**src/rtl/bitcount_datapath.sv**
```systemverilog
// Bit-counting datapath: operand shift register, set-bit counter,
// result latch and two-digit active-low seven-segment display.
module bitcount_datapath #(
  parameter int WIDTH = 8,
  parameter int CW    = $clog2(WIDTH + 1)
) (
  input  logic             clk,
  input  logic             reset,
  input  logic [WIDTH-1:0] data_in,
  input  logic             load_data,
  input  logic             r_shift,
  input  logic             inc_counter,
  input  logic             done,
  output logic             A_eq_0,
  output logic             a0,
  output logic [CW-1:0]    result,
  output logic             result_valid,
  output logic             overflow,
  output logic [6:0]       HEX0,
  output logic [6:0]       HEX1
);

  localparam logic [CW-1:0] MAX = CW'(WIDTH);
  localparam logic [6:0] BLANK = 7'b1111111;

  logic [WIDTH-1:0] opnd;
  logic [CW-1:0]    count;

  always_ff @(posedge clk or posedge reset) begin
    if (reset) begin
      opnd <= '0;
    end else if (load_data) begin
      opnd <= data_in;
    end else if (r_shift) begin
      opnd <= opnd >> 1;
    end
  end

  // Saturate at WIDTH; an extra increment only raises the sticky flag.
  always_ff @(posedge clk or posedge reset) begin
    if (reset) begin
      count    <= '0;
      overflow <= 1'b0;
    end else if (load_data) begin
      count    <= '0;
      overflow <= 1'b0;
    end else if (inc_counter) begin
      if (count < MAX) begin
        count <= count + CW'(1);
      end else begin
        overflow <= 1'b1;
      end
    end
  end

  always_ff @(posedge clk or posedge reset) begin
    if (reset) begin
      result       <= '0;
      result_valid <= 1'b0;
    end else if (load_data) begin
      result_valid <= 1'b0;
    end else if (done && !result_valid) begin
      result       <= count;
      result_valid <= 1'b1;
    end
  end

  assign A_eq_0 = (opnd == '0);
  assign a0     = opnd[0];

  function automatic logic [6:0] seg(input logic [3:0] d);
    logic [6:0] s;
    s = BLANK;
    case (d)
      4'd0: s = 7'b1000000;
      4'd1: s = 7'b1111001;
      4'd2: s = 7'b0100100;
      4'd3: s = 7'b0110000;
      4'd4: s = 7'b0011001;
      4'd5: s = 7'b0010010;
      4'd6: s = 7'b0000010;
      4'd7: s = 7'b1111000;
      4'd8: s = 7'b0000000;
      4'd9: s = 7'b0010000;
      default: s = BLANK;
    endcase
    return s;
  endfunction

  logic [31:0] rv;

  always_comb begin
    rv   = 32'(result);
    HEX0 = BLANK;
    HEX1 = BLANK;
    if (result_valid) begin
      HEX0 = seg(4'(rv % 32'd10));
      if (rv >= 32'd10) begin
        HEX1 = seg(4'(rv / 32'd10));
      end
    end
  end

endmodule

```
**config.mk**
```make
export PLATFORM = sky130hd
export DESIGN_NAME = bitcount_datapath
export DESIGN_NICKNAME = d
export VERILOG_FILES = /design/src/rtl/bitcount_datapath.sv
export SDC_FILE = /design/constraint.sdc
export NUM_CORES = 1
export LEC_CHECK = 0
export ABC_AREA = 1
export CAP_MARGIN = 20
export CORE_MARGIN = 1.5
export CORE_UTILIZATION = 33
export CTS_BUF_LIST = sky130_fd_sc_hd__clkbuf_4 sky130_fd_sc_hd__clkbuf_8
export CTS_CLUSTER_DIAMETER = 80
export CTS_CLUSTER_SIZE = 14
export DETAILED_ROUTE_END_ITERATION = 8
export GPL_ROUTABILITY_DRIVEN = 0
export PLACE_DENSITY = 0.72
export SYNTH_ARGS = -nofsm -noshare
export SYNTH_HDL_FRONTEND = slang
export SYNTH_SLANG_ARGS = --single-unit
```
**constraint.sdc**
```tcl
create_clock -name clk -period 2.6 [get_ports clk]
set_clock_uncertainty 0.1 [all_clocks]
set_input_delay 0.65 -clock clk [delete_from_list [all_inputs] [get_ports clk]]
set_output_delay 0.65 -clock clk [all_outputs]
set_load 0.05 [all_outputs]
```
-- Word level (Yosys, flattened, before mapping)
Memory sizes are Yosys's and may differ from the RTL's.
Index checks and enable logic that the tools add are counted.
- logic and storage cells: 37
- memory bits (writable): 0
- ROM bits: 224
- memories kept: 2
- bits in registers: 18
- latch bits: 0
- output and inout bits: 22
- memories (name ; words ; bits a word ; rd ports ; clocked after memory_dff ; write ports ; RTL line ; source):
    (name not given) ; 16 ; 7 ; 1 ; 0 ; 0 ; 74 ; case (d)
    (name not given) ; 16 ; 7 ; 1 ; 0 ; 0 ; 74 ;
- multiplexer cells: 13
- div/mod/pow operators: 2
- eq/ne operators: 1
- reductions and logical operators: 10
- order comparisons: 2
- bitwise logic cells: 1
- add/subtract/negate cells: 1
- shift-type cells: 0
- $mul: 0
- operators with widths (cell ; count):
    divider 4 x 4 -> 32 bit (second input constant) ; 1
    remainder unit 4 x 4 -> 32 bit (second input constant) ; 1
    two-way mux 7 bit ; 3
    two-way mux 8 bit ; 2
    two-way mux 4 bit ; 3
    zero test 8 bit ; 1
    nonzero test 2 bit ; 4
    AND reduction 2 bit ; 3
    two-way mux 1 bit ; 5
    adder 4 x 1 -> 4 bit (second input constant) ; 1
    greater-or-equal comparator 4 bit (second input constant) ; 1
    < comparator 4 bit (second input constant) ; 1
    inequality test 2 bit (second input constant) ; 1
    logical AND 1 bit ; 1
    zero test 1 bit ; 1
    inverter 1 bit ; 1

-- Depth between registers and ports, before layout
- depth in word-level cells: 4
- depth in mapped cells: 9
- depth with buffers taken out: 9

-- Worst setup path after synthesis
Ideal clock, no wire load.
- path kind: reg-to-output
- start: register result[3]
- end: output HEX0[4]
- arrival: 1.907 ns
- cell stages (with the launch flop): 10
- required time: 1.850 ns
- path buffers: 1
- setup slack: -0.057 ns
- cells stage by stage: dfrtp_1 > buf_6 > a21o_2 > nand2_1 > inv_1 > ha_1 > nand3b_1 > nand2_1 > nand2_1 > nand3_1
- cells in the longest elaborated chain, start to end: 3
- ends and longest elaborated chain (item ; RTL line ; source):
    start: declaration ; 16 ; output logic [CW-1:0] result,
    start signal: assignment ; 63 ; result <= count;
    remainder unit 4 x 4 -> 32 bit ; 97 ; HEX0 = seg(4'(rv % 32'd10));
    memory (16 x 7 bit) ; -- ;
    two-way mux 7 bit ; 96 ; if (result_valid) begin
    end: declaration ; 19 ; output logic [6:0] HEX0,
No other way between the ends.

-- Worst setup path in the final report
- start: register result[1]
- end: output HEX0[2]
The elaborated chain is that of the path after synthesis.

==> impl_results.md <==
* First-pass GRT wire length at 4.126 mm
* Flop and latch count out of synthesis at 18
* Clock sink count at 18
* Drt wl/cell at 10.81 um
* Via count at 1,081
* Worst path max stage delay at 0.42 ns
* CP Data Arrival Time at 1.81 ns
* Total of warnings raised by yosys at 0
* Slew @ Worst Pin at 0.6513 ns
* Relative slew margins at 0.5653
* Crit-path most repeated cell: nand2_4
* Detail Route Antenna Nets at 0
* Root buffer cell: clkbuf_4
* Initial antenna violation count at 0
* FF-to-FF path depth at 5
* Post-synth EDFFs at 0
* # DRC at 0
* Cells after Synth at 149
* Setup TNS at 0 ns
* Row cnt at 20
* Setup crit start kind: flip-flop
* Delay-heaviest family, CP: flip-flops
* Final Hold Fails at 0
* CP Max Fanout at 6
* Pwr/cell area at 513.4 nW/um^2
* Dpl hpwl at 1.843 mm
* Fraction of registers with async set/reset at 1.000
* Met2 usage at 0.2477
* Fmax at 391.3 MHz
* Final core occ at 0.5372
* Psw at 0.3251 mW
* Mapped Area at 1121 um^2
* Leading area contributor after synthesis: dfrtp_1
* R2r endpoint: result[1]$_DFFE_PP0P_
* Die area at 3756 um^2
* H-tree depth at 1
* Net count, final at 212
* GR Util met1 at 0.1855
* Req. time, crit path at 1.85 ns
* Unique masters post-synth at 27
* # IOs at 36
* Clk Latency, worst-skew pair at 0.29 ns
* Global route overflow at 0
* Sequential group share of total power at 0.381
* Drt total wl at 2.552 mm
* GRT Overall Usage at 0.1474
* Leak Pwr at 0.8193 nW
* Critical path class: flip-flop to output port
* Final min period at 2.556 ns
* Largest net degree at the start of global routing at 19
* Area Growth Syn to Fin at 49.89%
* Clock input transition at the sequential cells of the worst setup and hold paths at 0.09 ns
* Worst Setup End Kind: output port
* CTS Buf Count at 3
* MaxCap Viol Count at 0
* CTS max path bufs at 2
* CTS tree: yes
* Register area share after synthesis at 0.4018
* Final setup violating endpoints at 0
* Vias in the first global route at 978
* Hold crit path type: flip-flop to flip-flop
* Die width at 61.29 um
* Met3 Use GR at 0.01261
* Net Sw Frac at 0.3768
* R2r setup slk at 1.28 ns
* Crit-path slowest cell: dfrtp_2
* Core Box Area at 3128 um^2
* Overall Power at 0.8628 mW
* Outcome: finished, final reports clean
* P_int at 0.5377 mW
* Synth top area cells: dfrtp_1 (40%), nand2_1 (17%), nand3_1 (7.1%), ha_1 (5.6%), inv_1 (5.4%)
* Most used DFF post-synth: dfrtp_1
* Combinational Power Share at 0.422
* Hold path startpoint: overflow$_DFFE_PP0P_
* Fin worst setup slack at 0.04437 ns
* Top Usage Layer GRT: met2
* Share of layout cells above drive strength 1 at 0.2604
* Hold Crit Endpoint: overflow$_DFFE_PP0P_
* Slew Viols, Final at 0
* Post-CTS Hold Buffers at 0
* Tcrit/Tclk final at 0.9829
* Unrepaired setup endpoints after global routing: yes
* Worst IR Drop VDD at 0.2255 mV
* PortBufs at 30
* Synth top area share at 0.4018
* Vias per Instance at 4.581
* DP Worst Slack at 0.2710 ns
* Starting density of the core at 0.3584
* Die height at 61.29 um
* Synth Area per Inst at 7.524 um^2
* Clk network pwr share at 0.197
* Worst path bufs/invs at 2
* Cells along the critical path: inv_2 -> ha_4 -> nand2_4 -> nand2_4 -> nand3_4 -> a21oi_4 -> nand2_1 -> buf_6
* DRT Pass-1 Iters at 4
* DP Cell Count at 222
* Reg2reg start: result_valid$_DFFE_PP0P_
* Hold Path Depth at 2
* Antenna Cells at 0
* Final Non-Filler Cells at 236
* Initial DRC Count at 45
## worst reg2reg max path, delay by kind of cell (launching register included)
family,cells,cell delay (ns)
and+or+nand+nor,2,0.34
AOI/OAI and AO/OA,1,0.08
DFF,1,0.41
buffers and inverters,2,0.26
## cell usage after synthesis, drive strengths merged (2+ instances only)
| master | number |
|---|---|
| dfrtp | 18 |
| nand2 | 53 |
| inv | 17 |
| buf | 7 |
| nor2 | 10 |
| o21ai | 8 |
| o22ai | 2 |
| ha | 5 |
| a21oi | 2 |
| nand3 | 17 |
## timing repair
item | CTS | global route
setup buffers | 6 | 4
resized for setup | 8 | 13
endpoints found under the setup margin | 7 | 7
pin swaps | 3 | 11
## layer usage
layer | vias to the layer above | part of all wire | wire, um
met5 | - | 0 | 0
met4 | 0 | 0.019 | 48
met3 | 4 | 0.031 | 80
met2 | 25 | 0.50 | 1279
met1 | 498 | 0.45 | 1143
li1 | 554 | - | -
## metrics by stage
step	hold WS, ns	cell area (um^2)
final	0.4150	1680
after global routing	0.4396	1680
after CTS	0.4100	1592
after detailed placement	0.3828	1489
after global placement	0.3805	1489
after floorplan	0.3714	1146
## worst max path at each step
stage,start,end,slack (ns),cells after the start
CTS,result[1]$_DFFE_PP0P_,HEX0[5],0.009,8
floorplan,result[3]$_DFFE_PP0P_,HEX0[1],0.03,8
global route,result[1]$_DFFE_PP0P_,HEX0[2],-0.04,8
global placement,result[1]$_DFFE_PP0P_,HEX0[1],0.28,8
finish,result[1]$_DFFE_PP0P_,HEX0[2],0.04,8
detailed placement,result[1]$_DFFE_PP0P_,HEX0[1],0.27,8
## power by group through the flow
stage | logic (mW) | clock network (mW) | registers [mW]
2_1_floorplan | 0.176 | 0 | 0.361
3_3_place_gp | 0.308 | 0 | 0.334
3_5_place_dp | 0.309 | 0 | 0.335
4_1_cts | 0.335 | 0.176 | 0.327
5_1_grt | 0.391 | 0.186 | 0.333
6_report | 0.364 | 0.170 | 0.329
## sequential cells by signal (all words and copies together), names as in the netlist
name and count:
opnd 8, count 4, result 4, overflow 1, result_valid 1
## layout make-up
class                   instances  area [um^2]
repair buffers                 43        437.9
flip-flops and latches         18        452.9
clock buffers                   4        36.28
well taps                      44        55.05
inverters                      17        68.82
multi-input cells             110        629.4
fillers                       308         1448
## layout by cell type (no fill, tap or decap), types with 2 or more instances in the layout
cell type	instances
dfrtp_1	16
ha_4	2
o22ai_1	2
nand2_2	7
clkbuf_4	3
nand2_4	3
clkdlybuf4s50_1	20
nand2_1	43
dfrtp_2	2
buf_4	15
inv_2	2
buf_6	4
nand3_1	15
inv_4	2
inv_1	13
ha_1	3
o21ai_0	6
nor2_1	10
buf_12	4
conb_1	5
## logic make-up (layout without fill, tap and decap cells)
group,after synthesis,count (layout),synth area share
xor+xnor,1,1,0.007814
buf+inv,25,64,0.1105
compound gates,16,16,0.09487
fa+ha+maj,5,5,0.05580
simple gates,83,83,0.3259
flops,18,18,0.4018
other cells,1,5,0.003345
Note: power is estimated with default switching activity, not from simulation.
